[config.mk]
export PLATFORM = sky130hd
export DESIGN_NAME = mem_arbiter
export DESIGN_NICKNAME = d
export VERILOG_FILES = /design/src/rtl/mem_arbiter.sv
export SDC_FILE = /design/constraint.sdc
export NUM_CORES = 1
export LEC_CHECK = 0
export ABC_AREA = 0
export BUFFER_PORTS_ARGS = -buffer_cell sky130_fd_sc_hd__buf_4
export CORE_AREA = 3 3 271 273
export CTS_BUF_LIST = sky130_fd_sc_hd__clkbuf_16
export DETAILED_ROUTE_END_ITERATION = 6
export DIE_AREA = 0 0 274 276
export GPL_TIMING_DRIVEN = 1
export PLACE_DENSITY = 0.5
export REMOVE_ABC_BUFFERS = 1
export SYNTH_ARGS = -nofsm -noshare
export SYNTH_HDL_FRONTEND = slang
export SYNTH_SLANG_ARGS = --single-unit
[constraint.sdc]
create_clock -name clk -period 16.2 [get_ports clk]
set_input_delay 1.62 -clock clk [delete_from_list [all_inputs] [get_ports clk]]
set_output_delay 1.62 -clock clk [all_outputs]
set_load 0.02 [all_outputs]
[src/rtl/mem_arbiter.sv]
// Serialises I-cache fills, D-cache fills and D-cache write-backs onto a
// single-port backing memory, one transaction in flight at a time.
module mem_arbiter #(
  parameter int LINE_BITS = 128,
  parameter int LADDR     = 10
) (
  input  logic                 clk,
  input  logic                 rst,
  input  logic                 Ic_mem_req,
  input  logic [LADDR-1:0]     Ic_mem_addr,
  input  logic                 Dc_mem_req,
  input  logic [LADDR-1:0]     Dc_mem_addr,
  input  logic                 Dc_wb_we,
  input  logic [LADDR-1:0]     Dc_wb_addr,
  input  logic [LINE_BITS-1:0] Dc_wb_wline,
  output logic [LINE_BITS-1:0] F_mem_inst,
  output logic                 F_mem_valid,
  output logic [LINE_BITS-1:0] MEM_data_line,
  output logic                 MEM_mem_valid,
  output logic                 Dc_wb_ack,
  output logic                 Bk_req,
  output logic                 Bk_we,
  output logic [LADDR-1:0]     Bk_addr,
  output logic [LINE_BITS-1:0] Bk_wline,
  input  logic [LINE_BITS-1:0] Bk_rline,
  input  logic                 Bk_valid
);

  typedef enum logic [1:0] {IDLE, ISSUE, WAIT, DONE} state_t;
  typedef enum logic [1:0] {G_NONE, G_WB, G_D, G_I} grant_t;

  state_t               state_q;
  grant_t               grant_q;
  grant_t               grant_d;
  logic                 last_d_q;   // 1: last fill grant went to the D side
  logic                 bk_req_q;
  logic                 bk_we_q;
  logic [LADDR-1:0]     bk_addr_q;
  logic [LINE_BITS-1:0] bk_wline_q;
  logic [LINE_BITS-1:0] f_inst_q;
  logic [LINE_BITS-1:0] mem_line_q;
  logic                 f_valid_q;
  logic                 mem_valid_q;
  logic                 wb_ack_q;

  // Write-back always wins; the two fill sides share round-robin on ties.
  always_comb begin
    grant_d = G_NONE;
    if (Dc_wb_we)                     grant_d = G_WB;
    else if (Dc_mem_req && Ic_mem_req) grant_d = last_d_q ? G_I : G_D;
    else if (Dc_mem_req)              grant_d = G_D;
    else if (Ic_mem_req)              grant_d = G_I;
  end

  // NOTE: every register here uses <= so all updates see pre-edge values.
  always_ff @(posedge clk or posedge rst) begin
    if (rst) begin
      state_q     <= IDLE;
      grant_q     <= G_NONE;
      last_d_q    <= 1'b0;
      bk_req_q    <= 1'b0;
      bk_we_q     <= 1'b0;
      bk_addr_q   <= '0;
      bk_wline_q  <= '0;
      f_inst_q    <= '0;
      mem_line_q  <= '0;
      f_valid_q   <= 1'b0;
      mem_valid_q <= 1'b0;
      wb_ack_q    <= 1'b0;
    end else begin
      bk_req_q    <= 1'b0;
      f_valid_q   <= 1'b0;
      mem_valid_q <= 1'b0;
      wb_ack_q    <= 1'b0;
      case (state_q)
        IDLE: begin
          if (grant_d != G_NONE) begin
            grant_q  <= grant_d;
            bk_req_q <= 1'b1;
            bk_we_q  <= (grant_d == G_WB);
            state_q  <= ISSUE;
            case (grant_d)
              G_WB: begin
                bk_addr_q  <= Dc_wb_addr;
                bk_wline_q <= Dc_wb_wline;
              end
              G_D: begin
                bk_addr_q  <= Dc_mem_addr;
                bk_wline_q <= '0;
                last_d_q   <= 1'b1;
              end
              default: begin
                bk_addr_q  <= Ic_mem_addr;
                bk_wline_q <= '0;
                last_d_q   <= 1'b0;
              end
            endcase
          end
        end
        ISSUE, WAIT: begin
          if (Bk_valid) begin
            state_q <= DONE;
            case (grant_q)
              G_I: begin
                f_inst_q  <= Bk_rline;
                f_valid_q <= 1'b1;
              end
              G_D: begin
                mem_line_q  <= Bk_rline;
                mem_valid_q <= 1'b1;
              end
              default: wb_ack_q <= 1'b1;
            endcase
          end else begin
            state_q <= WAIT;
          end
        end
        default: state_q <= IDLE;
      endcase
    end
  end

  assign Bk_req        = bk_req_q;
  assign Bk_we         = bk_we_q;
  assign Bk_addr       = bk_addr_q;
  assign Bk_wline      = bk_wline_q;
  assign F_mem_inst    = f_inst_q;
  assign F_mem_valid   = f_valid_q;
  assign MEM_data_line = mem_line_q;
  assign MEM_mem_valid = mem_valid_q;
  assign Dc_wb_ack     = wb_ack_q;

endmodule

# After elaboration in Yosys (flattened, before gate mapping)
# Index checks and enable logic that the tools add are counted.
[classes] eq_ne=7 mux=22 bitwise=1 n_reduce_logical=9
[ops] op="128-bit two-way mux" n=1
[ops] op="10-bit case mux with 2 select lines" n=1
[ops] op="1-bit two-way mux" n=13
[ops] op="2-bit two-way mux" n=5
[ops] op="3-bit AND reduction" n=3
[ops] op="2-bit equality test, second input constant" n=4
[ops] op="2-bit by 1-bit equality test with 1-bit output, second input constant" n=2
[ops] op="2-bit case mux with 2 select lines" n=1
[ops] op="2-bit OR reduction" n=2
[ops] op="2-bit logical NOT" n=1
[ops] op="2-bit inequality test, second input constant" n=1
[ops] op="1-bit case mux with 2 select lines" n=1
[ops] op="2-bit AND reduction" n=1
[ops] op="2-bit nonzero test" n=1
[ops] op="1-bit logical AND" n=1
[ops] op="1-bit NOT" n=1
[totals] regBits=404 inputBits=292 out_inout_bits=399 word_cells=51

# Longest topological paths before layout
[depth] depth_word=7 depth_mapped=10 depth_no_buf=7

# Worst setup path before layout
# OpenSTA, ideal clock, no wires.
[synth_path] path_kind="input port to flip-flop" startpoint="input Dc_mem_req" endpoint="register bk_wline_q[100] (netlist: Bk_wline[100])" setup_ns=0.066 t_arrival_ns=3.002 setup_slack_ns=13.132 path_stages=10 n_path_buf=3 cell_sequence="nor2_1 or2_2 ha_1 nand2b_1 buf_4 inv_2 buf_2 buf_4 nand3_1 nand2_1"
[synth_via] elab_chain_len=5 elab_cells_between_ends=8
[synth_rtl] element="start: declaration" line="11" rtl="input logic Dc_mem_req,"
[synth_rtl] element="2-bit two-way mux / 1-bit logical AND (equally long branches)" line="51, 50"
[synth_rtl] element="2-bit two-way mux (*)" line="50" rtl="else if (Dc_mem_req && Ic_mem_req) grant_d = last_d_q ? G_I : G_D;"
[synth_rtl] element="2-bit two-way mux (*)" line="49" rtl="if (Dc_wb_we) grant_d = G_WB;"
[synth_rtl] element="2-bit by 1-bit equality test with 1-bit output / 2-bit nonzero test (equally long branches)" line="82, 77"
[synth_rtl] element="128-bit two-way mux / 2-bit AND reduction (equally long branches)"
[synth_rtl] element="end signal: assignment" line="85" rtl="bk_wline_q <= Dc_wb_wline;"
[synth_rtl] element="end: declaration" line="39" rtl="logic [LINE_BITS-1:0] bk_wline_q;"
# Every way passes the cells marked *; elsewhere a longest branch is shown, timed or not.
# A chain may end at the register's enable or synchronous reset.

# Final worst setup path
[layout_path] startpoint="input Dc_wb_we" endpoint="register bk_wline_q[74] (netlist: Bk_wline[74])"
[layout_via] elab_chain_len=3 elab_cells_between_ends=5
[layout_rtl] element="start: declaration" line="13" rtl="input logic Dc_wb_we,"
[layout_rtl] element="2-bit two-way mux (*)" line="49"
[layout_rtl] element="2-bit by 1-bit equality test with 1-bit output / 2-bit nonzero test (equally long branches)" line="82, 77"
[layout_rtl] element="128-bit two-way mux / 2-bit AND reduction (equally long branches)"
# Marked as above.

==> metrics.txt <==
# TYPE chip_impl_metric gauge
chip_impl_info{name="run_status",value="finished, final reports clean"} 1
chip_impl_info{name="critical_path.slowest_cell",value="sky130_fd_sc_hd__buf_4"} 1
chip_impl_metric{name="pin_count_of_the_biggest_net_entering_global_routing",unit=""} 130
chip_impl_metric{name="route.met3.wl",unit="mm"} 6.193
chip_impl_metric{name="yosys_warnings",unit=""} 0
chip_impl_metric{name="cp_data_required_time",unit="ps"} 16690
chip_impl_info{name="timing.hold.worst.start",value="Bk_wline[121]"} 1
chip_impl_metric{name="clock-sinks",unit=""} 404
chip_impl_metric{name="finalPower",unit="W"} 0.005122
chip_impl_metric{name="max-clock-path-buffers",unit=""} 3
chip_impl_metric{name="crit_path_max_incr_delay",unit="ps"} 790
chip_impl_info{name="cts.root.buffer_cell",value="sky130_fd_sc_hd__clkbuf_16"} 1
chip_impl_metric{name="fmax",unit="GHz"} 0.2397
chip_impl_metric{name="final_layout_size_suffix_gt1_share",unit="%"} 53.62
chip_impl_metric{name="skew_final",unit="ps"} 15.68
chip_impl_metric{name="utilization",unit="%"} 32.24
chip_impl_metric{name="syn_area_per_cell",unit="um2"} 12.91
chip_impl_metric{name="placementRows",unit=""} 98
chip_impl_metric{name="drt-vias-per-instance",unit=""} 4.105
chip_impl_info{name="yosysMostFrequentCell",value="sky130_fd_sc_hd__dfrtp_1"} 1
chip_impl_metric{name="nets",unit=""} 2168
chip_impl_metric{name="top_level_ports",unit=""} 691
chip_impl_metric{name="async_set_or_reset_register_ratio_after_synthesis",unit="%"} 100.0
chip_impl_metric{name="worst_pin_slew",unit="ps"} 1047
chip_impl_info{name="yosys_most_used_dff",value="sky130_fd_sc_hd__dfrtp_1"} 1
chip_impl_metric{name="timing.final.hold_violations",unit=""} 0
chip_impl_info{name="tritoncts",value="built"} 1
chip_impl_metric{name="setup_viol",unit=""} 0
chip_impl_metric{name="ctsHtreeMaxLevel",unit=""} 2
chip_impl_info{name="highest-signal-layer",value="met5"} 1
chip_impl_info{name="worstPathCellList",value="buf_4 > or2_2 > ha_1 > nand2b_4 > inv_4 > buf_4 > nand3_1 > nand2_1"} 1
chip_impl_metric{name="hold_buffers",unit=""} 0
chip_impl_metric{name="yosys_register_bits",unit=""} 404
chip_impl_metric{name="clock_latency",unit="ps"} 560
chip_impl_metric{name="drc_errors",unit=""} 0
chip_impl_metric{name="slew_headroom",unit="%"} 30.17
chip_impl_metric{name="global_route.overflow_total",unit=""} 0
chip_impl_metric{name="drt_wl_total",unit="mm"} 55.13
chip_impl_metric{name="synth.yosys.seq_area_share",unit="%"} 65.30
chip_impl_info{name="grt_setup_unrepaired",value="no"} 1
chip_impl_metric{name="post-cts-setup-buffers",unit=""} 0
chip_impl_metric{name="timing.critical_path.arrival",unit="ps"} 4660
chip_impl_info{name="start_kind",value="input port"} 1
chip_impl_metric{name="clock_pin_transition_on_the_worst_setup_and_hold_timing_paths",unit="ps"} 60
chip_impl_metric{name="fin_setup_tns",unit="ps"} 0
chip_impl_metric{name="wl_met2",unit="mm"} 27.19
chip_impl_metric{name="detail_route.first_pass.iterations",unit=""} 4
chip_impl_metric{name="cellLeakagePower",unit="nW"} 11.77
chip_impl_metric{name="synth-edff-count",unit=""} 0
chip_impl_metric{name="post-dp-hpwl",unit="mm"} 40.35
chip_impl_metric{name="cap_viol_max_count",unit=""} 0
chip_impl_info{name="most_used_cell_along_the_critical_path",value="sky130_fd_sc_hd__buf_4"} 1
chip_impl_metric{name="fp.dieH",unit="um"} 276
chip_impl_info{name="worst_path_dominant_cell_family",value="buffers and inverters"} 1
chip_impl_info{name="ys_top_cells_by_area",value="sky130_fd_sc_hd__dfrtp_1 65%, sky130_fd_sc_hd__mux2_2 19%, sky130_fd_sc_hd__nand2_1 6.7%"} 1
chip_impl_metric{name="vdd.ir_drop.worst",unit="V"} 0.00009352
chip_impl_metric{name="timing.critical_path.buf_inv",unit=""} 3
chip_impl_metric{name="final_period_minus_worst_setup_slack",unit="ps"} 4172
chip_impl_info{name="yosysTopAreaCell",value="sky130_fd_sc_hd__dfrtp_1"} 1
chip_impl_metric{name="place.gp.congestion",unit=""} 0.7792
chip_impl_metric{name="total_power_density_per_cell_area",unit="mW/mm2"} 222.6
chip_impl_metric{name="areaGrowthSynthToFinish",unit="%"} 48.63
chip_impl_metric{name="numPortBuffers",unit=""} 690
chip_impl_info{name="crit_type",value="input port to flop"} 1
chip_impl_metric{name="die_width",unit="um"} 274
chip_impl_info{name="synth.cells.most_frequent",value="404 x sky130_fd_sc_hd__dfrtp_1, 275 x sky130_fd_sc_hd__nand2_1, 257 x sky130_fd_sc_hd__mux2_2, 128 x sky130_fd_sc_hd__nand3_1, 28 x sky130_fd_sc_hd__clkbuf_1"} 1
chip_impl_metric{name="cts_made_buffers",unit=""} 46
chip_impl_info{name="end_kind",value="flop"} 1
chip_impl_metric{name="netlist_area",unit="mm2"} 0.01548
chip_impl_metric{name="floorplan.core_area",unit="mm2"} 0.07136
chip_impl_metric{name="number_of_vias_in_the_routed_layout",unit=""} 11730
chip_impl_metric{name="met1_layer_wirelength_in_the_final_routing",unit="mm"} 20.10
chip_impl_metric{name="finish.instance_area",unit="mm2"} 0.02301
chip_impl_metric{name="finalMaxSlewViolations",unit=""} 0
chip_impl_metric{name="timing.critical_path.fanout_max",unit=""} 87
chip_impl_metric{name="antenna_violations_before_repair",unit=""} 2
chip_impl_metric{name="synth.lib_cells_used.distinct",unit=""} 22
chip_impl_metric{name="synth_top_area_share",unit="%"} 65.30
chip_impl_metric{name="num-fill-cells",unit=""} 7339
chip_impl_metric{name="dpl_cell_area",unit="mm2"} 0.02154
chip_impl_metric{name="initial_utilization",unit="%"} 21.70
chip_impl_metric{name="vias_in_the_first_global_route",unit=""} 12470
chip_impl_metric{name="antenna_violating_nets_post_route",unit=""} 0
chip_impl_metric{name="synthesis.instances",unit=""} 1199
chip_impl_metric{name="first_pass_grt_wire_length",unit="mm"} 81.50
chip_impl_metric{name="floorplan.die_area",unit="mm2"} 0.07562
chip_impl_metric{name="routed_wire_length_per_instance",unit="um"} 19.30
chip_impl_metric{name="cts_repair_resize_count",unit=""} 0
chip_impl_info{name="critical_path.reg2reg.startpoint",value="last_d_q"} 1
chip_impl_info{name="cp-startpoint",value="Dc_wb_we"} 1
chip_impl_metric{name="post-route-period-util",unit="%"} 25.75
chip_impl_metric{name="global_router_s_overall_resource_usage",unit="%"} 13.98
chip_impl_info{name="min-delay-path-class",value="flop to flop"} 1
chip_impl_metric{name="drt_iter0_drc",unit=""} 306
cell families after synthesis:
group / synth area share (%)
adders and majority gates: 0.4041
muxes: 18.69
and+or+nand+nor: 11.13
buffers and inverters: 3.055
DFF: 65.30
AOI/OAI and AO/OA: 1.422
where the power goes:
| part | leakage (nW) | internal (W) | total [W] | switching, W |
|---|---|---|---|---|
| Combinational | 5.94 | 0.00100 | 0.00231 | 0.00131 |
| Clock | 0.753 | 0.000603 | 0.00103 | 0.000431 |
| Sequential | 5.07 | 0.00150 | 0.00178 | 0.000274 |
worst register-to-register path, delay by kind of cell, from the launching register on:
family / cells / cell delay [ps]
flip-flops: 1 / 390
adder cells (fa/ha/maj): 1 / 260
AO/OA/AOI/OAI: 1 / 130
AND/OR/NAND/NOR: 4 / 990
buffers and inverters: 2 / 1440
metrics by stage:
stage,hold WS (ps),cells,worst slack [ps]
after floorplan,443.4,1123,3342
after global placement,451.9,2773,11510
after detailed placement,457.3,2773,11410
after CTS,470.6,2856,12040
after global routing,488.6,2856,11780
final,466.8,2857,12030
layer usage:
metal / GRT usage [%] / up-vias
met5: 0 / -
met2: 24.42 / 514
met4: 4.547 / 2
met3: 5.988 / 70
met1: 15.15 / 5740
li1: - / 5401
layout make-up:
type / instances / area [um2] / area share, %
antenna: 1 / 2.502 / 0.01087
clock buffer: 47 / 1176 / 5.111
clock inverter: 36 / 290.3 / 1.261
inverter: 9 / 43.79 / 0.1903
multi-input combinational: 710 / 4920 / 21.38
sequential: 404 / 10110 / 43.93
tap: 950 / 1189 / 5.166
timing repair buffer: 700 / 5280 / 22.95
state kept, by name (all words and copies together) (netlist names):
signal         cells
Bk_req             1
MEM_data_line    128
Bk_addr           10
last_d_q           1
MEM_mem_valid      1
Bk_we              1
Bk_wline         128
state_q            2
Dc_wb_ack          1
F_mem_inst       128
F_mem_valid        1
grant_q            2
worst paths after layout:
kind,endpoint,slack [ps],cells past startpoint
worst min-delay path,Bk_wline[121],470,2
worst max-delay path,Bk_wline[74],12030,8
min in group asynchronous,F_mem_inst[126],1230,2
worst min register to register,Bk_wline[121],470,2
max in group asynchronous,F_mem_inst[47],12950,4
worst max register to register,Bk_wline[74],12900,8
placed cells by master, fill, tap and decap left out:
master,synthesis,layout
sky130_fd_sc_hd__nand2b_4,0,1
sky130_fd_sc_hd__a21oi_1,1,1
sky130_fd_sc_hd__nand2_1,275,275
sky130_fd_sc_hd__nor3_1,1,1
sky130_fd_sc_hd__inv_6,0,3
sky130_fd_sc_hd__bufinv_16,0,5
sky130_fd_sc_hd__buf_12,0,2
sky130_fd_sc_hd__clkinvlp_4,0,1
sky130_fd_sc_hd__clkbuf_16,0,47
sky130_fd_sc_hd__buf_4,13,698
sky130_fd_sc_hd__nand4_1,1,1
sky130_fd_sc_hd__inv_4,0,1
sky130_fd_sc_hd__a221oi_1,10,10
sky130_fd_sc_hd__nor2_1,3,3
sky130_fd_sc_hd__diode_2,0,1
sky130_fd_sc_hd__dfrtp_1,404,404
sky130_fd_sc_hd__clkinv_1,0,13
sky130_fd_sc_hd__mux2_2,257,257
sky130_fd_sc_hd__a21o_1,1,1
sky130_fd_sc_hd__o21ai_0,24,24
sky130_fd_sc_hd__ha_1,5,4
sky130_fd_sc_hd__or2_2,1,1
sky130_fd_sc_hd__inv_1,8,17
sky130_fd_sc_hd__clkinv_2,0,4
sky130_fd_sc_hd__nand4b_1,1,1
sky130_fd_sc_hd__inv_8,0,1
sky130_fd_sc_hd__ha_4,0,1
sky130_fd_sc_hd__nand3_1,128,128
sky130_fd_sc_hd__nand2b_1,2,1
Note: power is estimated with default switching activity, not from simulation.
